**src/rtl/fpu_pkg.sv**
```systemverilog
// Shared constants and types for the memory-mapped binary32 FPU.
// Latency: none (declarations only).
// Backpressure: none (declarations only).
package fpu_pkg;

  // Opcodes held in the OPCODE register
  localparam logic [1:0] OP_ADD = 2'd0;
  localparam logic [1:0] OP_SUB = 2'd1;
  localparam logic [1:0] OP_MUL = 2'd2;
  localparam logic [1:0] OP_DIV = 2'd3;

  // Word addresses of the register map
  localparam logic [1:0] ADDR_OPA    = 2'd0;
  localparam logic [1:0] ADDR_OPB    = 2'd1;
  localparam logic [1:0] ADDR_OPCODE = 2'd2;
  localparam logic [1:0] ADDR_RESULT = 2'd3;

  // Canonical special results
  localparam logic [31:0] QNAN    = 32'h7FC0_0000;
  localparam logic [31:0] POS_INF = 32'h7F80_0000;
  localparam logic [31:0] NEG_INF = 32'hFF80_0000;

  // binary32 field view
  typedef struct packed {
    logic        sign;
    logic [7:0]  exp;
    logic [22:0] man;
  } fp32_t;

endpackage

```
**src/rtl/fpu_core.sv**
```systemverilog
// Combinational binary32 add/sub/mul/div with round-to-nearest-even and flush-to-zero.
// Latency: zero cycles; y follows a, b and op combinationally.
// Backpressure: none; pure function of its inputs.
// Ports: a, b (operands), op (opcode), y (result).
module fpu_core (
  input  logic [31:0] a,
  input  logic [31:0] b,
  input  logic [1:0]  op,
  output logic [31:0] y
);
  import fpu_pkg::*;

  fp32_t fa_s, fb_s;
  assign fa_s = a;
  assign fb_s = b;

  logic        sa, sb, sbe;
  logic [7:0]  ea, eb;
  logic [22:0] ma, mb;
  logic [23:0] fa, fb;
  logic        a_zero, b_zero, a_inf, b_inf, a_nan, b_nan;

  assign sa  = fa_s.sign;
  assign sb  = fb_s.sign;
  // Subtraction is addition with OPB's sign inverted
  assign sbe = sb ^ (op == OP_SUB);
  assign ea  = fa_s.exp;
  assign eb  = fb_s.exp;
  assign ma  = fa_s.man;
  assign mb  = fb_s.man;
  assign fa  = {1'b1, ma};
  assign fb  = {1'b1, mb};

  // Exponent zero covers subnormals too: they behave as signed zero
  assign a_zero = (ea == 8'd0);
  assign b_zero = (eb == 8'd0);
  assign a_inf  = (ea == 8'hFF) && (ma == 23'd0);
  assign b_inf  = (eb == 8'hFF) && (mb == 23'd0);
  assign a_nan  = (ea == 8'hFF) && (ma != 23'd0);
  assign b_nan  = (eb == 8'hFF) && (mb != 23'd0);

  // Round-to-nearest-even then range check; one instance shared by all ops
  function automatic logic [31:0] round_pack(input logic s, input logic signed [10:0] e,
                                             input logic [23:0] m, input logic g, input logic st);
    logic               inc;
    logic               carry;
    logic [22:0]        frac;
    logic signed [10:0] er;
    inc   = g & (st | m[0]);
    carry = inc & (&m);
    // On carry the fraction wraps to zero, which is exactly 1.0 at exponent+1
    frac  = m[22:0] + {22'd0, inc};
    er    = carry ? e + 11'sd1 : e;
    if (er >= 11'sd255)
      return s ? NEG_INF : POS_INF;
    else if (er <= 11'sd0)
      return {s, 31'd0};
    else
      return {s, er[7:0], frac};
  endfunction

  // ---------------- add / sub ----------------
  logic               a_big, sl, ss;
  logic [7:0]         el, es, ediff;
  logic [23:0]        ml, ms;
  logic [4:0]         dsh, lz;
  logic [49:0]        algn;
  logic [27:0]        lx, sx, sum;
  logic [26:0]        nrm;
  logic signed [10:0] e_add;
  logic               add_zero;

  always_comb begin
    a_big = ({ea, ma} >= {eb, mb});
    el    = a_big ? ea  : eb;
    es    = a_big ? eb  : ea;
    ml    = a_big ? fa  : fb;
    ms    = a_big ? fb  : fa;
    sl    = a_big ? sa  : sbe;
    ss    = a_big ? sbe : sa;
    ediff = el - es;
    // Beyond 31 places the smaller operand only contributes sticky
    dsh   = (ediff > 8'd31) ? 5'd31 : ediff[4:0];
    algn  = {ms, 26'd0} >> dsh;
    // [27] carry, [26:3] significand, [2] guard, [1] round, [0] sticky
    lx    = {1'b0, ml, 3'b000};
    sx    = {1'b0, algn[49:24], |algn[23:0]};
    sum   = (sl != ss) ? lx - sx : lx + sx;
    add_zero = (sum == 28'd0);
    lz = 5'd0;
    for (int i = 0; i < 27; i++)
      if (sum[i]) lz = 5'(26 - i);
    if (sum[27]) begin
      nrm   = {sum[27:2], sum[1] | sum[0]};
      e_add = $signed({3'b000, el}) + 11'sd1;
    end else begin
      // Large left shifts only occur for ediff <= 1, where low bits are exact
      nrm   = sum[26:0] << lz;
      e_add = $signed({3'b000, el}) - $signed({6'b000000, lz});
    end
  end

  // ---------------- multiply ----------------
  logic [47:0]        prod;
  logic signed [10:0] e_mul;
  logic [23:0]        m_mul;
  logic               g_mul, st_mul;

  always_comb begin
    prod  = {24'd0, fa} * {24'd0, fb};
    e_mul = $signed({3'b000, ea}) + $signed({3'b000, eb}) - 11'sd127
          + (prod[47] ? 11'sd1 : 11'sd0);
    if (prod[47]) begin
      m_mul  = prod[47:24];
      g_mul  = prod[23];
      st_mul = |prod[22:0];
    end else begin
      m_mul  = prod[46:23];
      g_mul  = prod[22];
      st_mul = |prod[21:0];
    end
  end

  // ---------------- divide (restoring) ----------------
  logic [24:0]        rem;
  logic [25:0]        quo;
  logic signed [10:0] e_div;
  logic [23:0]        m_div;
  logic               g_div, st_div;

  always_comb begin
    rem = {1'b0, fa};
    quo = 26'd0;
    // Remainder stays below 2*fb, so each step yields one quotient bit
    for (int i = 25; i >= 0; i--) begin
      if (rem >= {1'b0, fb}) begin
        quo[i] = 1'b1;
        rem    = rem - {1'b0, fb};
      end
      rem = rem << 1;
    end
    e_div = $signed({3'b000, ea}) - $signed({3'b000, eb})
          + (quo[25] ? 11'sd127 : 11'sd126);
    if (quo[25]) begin
      m_div  = quo[25:2];
      g_div  = quo[1];
      st_div = quo[0] | (rem != 25'd0);
    end else begin
      m_div  = quo[24:1];
      g_div  = quo[0];
      st_div = (rem != 25'd0);
    end
  end

  // ---------------- shared rounding ----------------
  logic               r_s, r_g, r_st;
  logic signed [10:0] r_e;
  logic [23:0]        r_m;
  logic [31:0]        rounded;

  always_comb begin
    r_s  = sl;
    r_e  = e_add;
    r_m  = nrm[26:3];
    r_g  = nrm[2];
    r_st = nrm[1] | nrm[0];
    if (op == OP_MUL) begin
      r_s = sa ^ sb; r_e = e_mul; r_m = m_mul; r_g = g_mul; r_st = st_mul;
    end else if (op == OP_DIV) begin
      r_s = sa ^ sb; r_e = e_div; r_m = m_div; r_g = g_div; r_st = st_div;
    end
  end

  assign rounded = round_pack(r_s, r_e, r_m, r_g, r_st);

  // ---------------- special cases ----------------
  logic s_md;
  assign s_md = sa ^ sb;

  always_comb begin
    y = rounded;
    unique case (op)
      OP_ADD, OP_SUB: begin
        if (a_nan || b_nan || (a_inf && b_inf && (sa != sbe))) y = QNAN;
        else if (a_inf)              y = sa  ? NEG_INF : POS_INF;
        else if (b_inf)              y = sbe ? NEG_INF : POS_INF;
        else if (a_zero && b_zero)   y = 32'd0;
        else if (a_zero)             y = {sbe, b[30:0]};
        else if (b_zero)             y = a;
        else if (add_zero)           y = 32'd0;
      end
      OP_MUL: begin
        if (a_nan || b_nan || (a_inf && b_zero) || (a_zero && b_inf)) y = QNAN;
        else if (a_inf || b_inf)     y = s_md ? NEG_INF : POS_INF;
        else if (a_zero || b_zero)   y = {s_md, 31'd0};
      end
      OP_DIV: begin
        if (a_nan || b_nan || (a_zero && b_zero) || (a_inf && b_inf)) y = QNAN;
        else if (a_inf || b_zero)    y = s_md ? NEG_INF : POS_INF;
        else if (a_zero || b_inf)    y = {s_md, 31'd0};
      end
      default: y = rounded;
    endcase
  end

endmodule

```
**src/rtl/fpu_wrapper.sv**
```systemverilog
// Memory-mapped FPU: OPA/OPB/OPCODE registers, combinational core, registered RESULT.
// Latency: an operand/opcode write at edge N is visible in RESULT after edge N+1.
// Backpressure: none; writes always accepted, reads combinational, no busy flag.
// Ports: Clk, RstN (active-high async reset), ChipSelect, Write, Read, Address[1:0],
//        WriteData[31:0], ReadData[31:0].
module fpu_wrapper (
  input  logic        Clk,
  input  logic        RstN,
  input  logic        ChipSelect,
  input  logic        Write,
  input  logic        Read,
  input  logic [1:0]  Address,
  input  logic [31:0] WriteData,
  output logic [31:0] ReadData
);
  import fpu_pkg::*;

  logic [31:0] opa, opb, result, core_y;
  logic [1:0]  opcode;
  logic        wr_en, rd_en;

  assign wr_en = ChipSelect & Write;
  // A simultaneous write wins: the read port returns zero
  assign rd_en = ChipSelect & Read & ~Write;

  fpu_core u_core (
    .a  (opa),
    .b  (opb),
    .op (opcode),
    .y  (core_y)
  );

  always_ff @(posedge Clk or posedge RstN) begin
    if (RstN) begin
      opa    <= 32'd0;
      opb    <= 32'd0;
      opcode <= 2'd0;
      result <= 32'd0;
    end else begin
      if (wr_en) begin
        unique case (Address)
          ADDR_OPA:    opa    <= WriteData;
          ADDR_OPB:    opb    <= WriteData;
          ADDR_OPCODE: opcode <= WriteData[1:0];
          default:     ; // RESULT is read-only
        endcase
      end
      // Free-running capture: no start command
      result <= core_y;
    end
  end

  always_comb begin
    ReadData = 32'd0;
    if (rd_en) begin
      unique case (Address)
        ADDR_OPA:    ReadData = opa;
        ADDR_OPB:    ReadData = opb;
        ADDR_OPCODE: ReadData = {30'd0, opcode};
        default:     ReadData = result;
      endcase
    end
  end

endmodule

```
**config.mk**
```make
export PLATFORM = sky130hd
export DESIGN_NAME = fpu_wrapper
export DESIGN_NICKNAME = d
export VERILOG_FILES = /design/src/rtl/fpu_pkg.sv /design/src/rtl/fpu_core.sv /design/src/rtl/fpu_wrapper.sv
export SDC_FILE = /design/constraint.sdc
export NUM_CORES = 2
export LEC_CHECK = 0
export ABC_AREA = 0
export CAP_MARGIN = 5
export CORE_MARGIN = 5
export CORE_UTILIZATION = 55
export CTS_CLUSTER_DIAMETER = 200
export CTS_CLUSTER_SIZE = 25
export DETAILED_ROUTE_END_ITERATION = 7
export PLACE_DENSITY = 0.83
export SYNTH_ARGS = -nofsm -noshare
export SYNTH_HDL_FRONTEND = slang
export SYNTH_SLANG_ARGS = --single-unit
export TNS_END_PERCENT = 100
```
**constraint.sdc**
```tcl
create_clock -name Clk -period 208.4 [get_ports Clk]
set_clock_uncertainty 0.15 [all_clocks]
set_input_delay 41.68 -clock Clk [delete_from_list [all_inputs] [get_ports Clk]]
set_output_delay 41.68 -clock Clk [all_outputs]
set_load 0.005 [all_outputs]
```
==> metrics.cfg <==
[detailed_routing]
highest_layer = met5
drc = 6
routed_wl_um = 257000
drt-wirelength-per-cell_um = 25.0
ant_nets = 0
viasPerCell = 6.60
drt_first_pass_iters = 8
via_count = 67900
drt-met1-wl_um = 93900
met2_wirelength_um = 111000
routed-wl-met3_um = 27300
drt_first_iter_violations = 7398

[clock_network]
clock_sinks = 98
clock_latency_ps = 400
cts_buffers = 9
cts_root_buffer = clkbuf_16
postCtsHoldBufs = 0
clockBufferDepth = 2
cts_resized = 0
cts_tree = built
postCtsSetupRepairBufs = 0
cts-htree-levels = 3
path_clk_slew_ps = 80

[placement]
placed_area_sq_um = 68400
pre_cts_ws_ps = 80410
gp_congestion = 1.04
numPortBuffers = 70
dp_hpwl_um = 196000

[grt]
grt_pass1_vias = 66300
overflow = 0
grt_max_degree = 69
grt_pass1_wl_um = 388000
antenna_found_initial = 8
grt.total_usage = 0.392

[critical_path]
crit_required_ps = 208570
cp.depth = 646
cp_slowest_cell = a31oi_2
crit_family = compound AO/OA/AOI/OAI gates
criticalPathCategory = flop to flop
endpoint_kind = flop
reg2reg_depth = 646
crit_path_frequent_cell = a21o_1
cp.arrival_ps = 131860
worst-path-buf-inv = 29
worst-path-max-fanout = 36
critPathLaunchType = flop
max_stage_delay_ps = 920

[synth]
synth_area_sq_um = 66000
postSynthAreaPerCell_sq_um = 7.49
synth_cells = 8812
synth_edf_count = 0
ys_ff_latch = 98
synth.area.top_cells = ha_1 (16%), fa_1 (15%), mux2_2 (5.8%), nand2_1 (5.1%), a21oi_1 (4.8%)
yosysWarnings = 0
synthTopCellsByCount = nand2_1 (904), ha_1 (855), inv_1 (829)
yosysTopAreaCell = ha_1
synth_cell_types = 124
seq_area_frac_synth = 0.0372
ys.flop_type = dfrtp_1
yosys.area.top_type_share = 0.162
yosysMostFrequentCell = nand2_1
async_flop_share = 1.00
syn-num-nets = 10200

[sta]
worst_pin_slew_ps = 1310
setup_tns_ps = 0
maxSlewViolCount = 0
period_needed_ps = 131690
rsz0062_at_grt = no
setup_slack_ps = 76710
hold_viol_final = 0
fin_crit_sh = 0.632
fmax_ghz = 0.00759
relSlewSlack = 0.116
setup_viol = 0

[final_layout]
syn_to_final_growth_pct = 4.17
fillerInstances = 11100
drive_gt1_frac = 0.0750
design_area_sq_um = 68800
final_nets = 10000

[die]
dieWidth_um = 356
io_pins = 71
initial_core_util = 0.552
die_area_sq_um = 127000
die_h_um = 356
core_sq_um = 119000
rows = 127

[run_status]
outcome = complete, but fails checks
violations = design-rule violations

[run]
maxCapViolations = 0

[min_path]
hold_class = flop to flop
hold-path-cell-count = 1

-- area by class of cell --
cell class	count	area [sq um]	share of cell area
clock inverters	7	76.3	0.00111
multi-input cells	7492	59000	0.858
well taps	1612	2020	0.0293
inverters	837	3140	0.0457
diodes	9	22.5	0.000328
flip-flops and latches	98	2460	0.0358
clock buffers	9	225	0.00328
repair buffers	223	1850	0.0269
-- state kept, by name, summed over array words and instances, names as in the netlist --
| signal | cells |
|---|---|
| result | 32 |
| opa | 32 |
| opcode | 2 |
| opb | 32 |
-- metrics by stage --
step | std cells | hold slack (ps) | util
floorplan | 8812 | 462 | -
global placement | 10300 | 519 | 0.573
detailed placement | 10300 | 527 | 0.573
CTS | 10300 | 546 | 0.575
global route | 10300 | 591 | 0.575
finish | 10300 | 554 | 0.575
-- logic make-up (layout without fill, tap and decap cells) --
logic type                 Yosys count  count (layout)  synth area share
and+or+nand+nor                   2764            2764             0.196
AOI/OAI and AO/OA                 2383            2383             0.235
adders and majority gates         1343            1343             0.310
buffers and inverters             1222            1076            0.0717
xor gates and xnor gates           516             516            0.0686
muxes                              486             486            0.0813
DFF                                 98              98            0.0372
other                                0               9                 0
-- worst paths after layout --
check	startpoint	endpoint	slack (ps)
worst max-delay path	opa[0]	result[22]	76710
worst min-delay path	opb[28]	opb[28]	550
worst max register to register	opa[0]	result[22]	76710
worst min register to register	opb[28]	opb[28]	550
max in group asynchronous	RstN	opa[15]	165280
min in group asynchronous	RstN	opb[0]	41500
-- routing by layer --
metal | up-vias | GRT usage
met5 | - | 0.00226
met4 | 2 | 0.296
met3 | 1264 | 0.0969
met2 | 3905 | 0.617
met1 | 32200 | 0.462
li1 | 30600 | -
-- cell usage in the layout, fill, tap and decap left out, types with 25 or more instances in the layout --
| master | count |
|---|---|
| and3_1 | 46 |
| inv_1 | 806 |
| a21boi_0 | 69 |
| xor2_1 | 189 |
| nor3_1 | 172 |
| inv_2 | 25 |
| nand2b_1 | 111 |
| a21o_1 | 343 |
| o21ai_1 | 25 |
| mux2i_1 | 127 |
| o21ai_0 | 476 |
| and2_1 | 254 |
| a22oi_1 | 29 |
| nor2_1 | 740 |
| nand4_1 | 110 |
| buf_4 | 152 |
| ha_1 | 855 |
| a211oi_1 | 50 |
| dfrtp_1 | 95 |
| a31oi_1 | 49 |
| nand3_1 | 142 |
| xnor2_1 | 323 |
| nor4_1 | 47 |
| nand2_1 | 904 |
| mux2_2 | 341 |
| nor2b_1 | 70 |
| fa_1 | 488 |
| o211ai_1 | 53 |
| o22ai_1 | 55 |
| clkdlybuf4s50_1 | 69 |
| o21a_1 | 155 |
| o21bai_1 | 71 |
| o31ai_1 | 101 |
| or3_1 | 50 |
| a21oi_1 | 630 |
-- worst reg2reg max path, delay by kind of cell (launching register included) --
| kind | cells | cell delay, ps |
|---|---|---|
| adder cells (fa/ha/maj) | 29 | 9740 |
| XOR/XNOR | 1 | 210 |
| flip-flops | 1 | 740 |
| AND/OR/NAND/NOR | 134 | 25230 |
| buffers and inverters | 29 | 6000 |
| AO/OA/AOI/OAI | 442 | 85790 |
| multiplexers | 11 | 3690 |
Power is not shown: default switching activity piles up to over one toggle a cycle in this logic, so the estimate is an artifact.
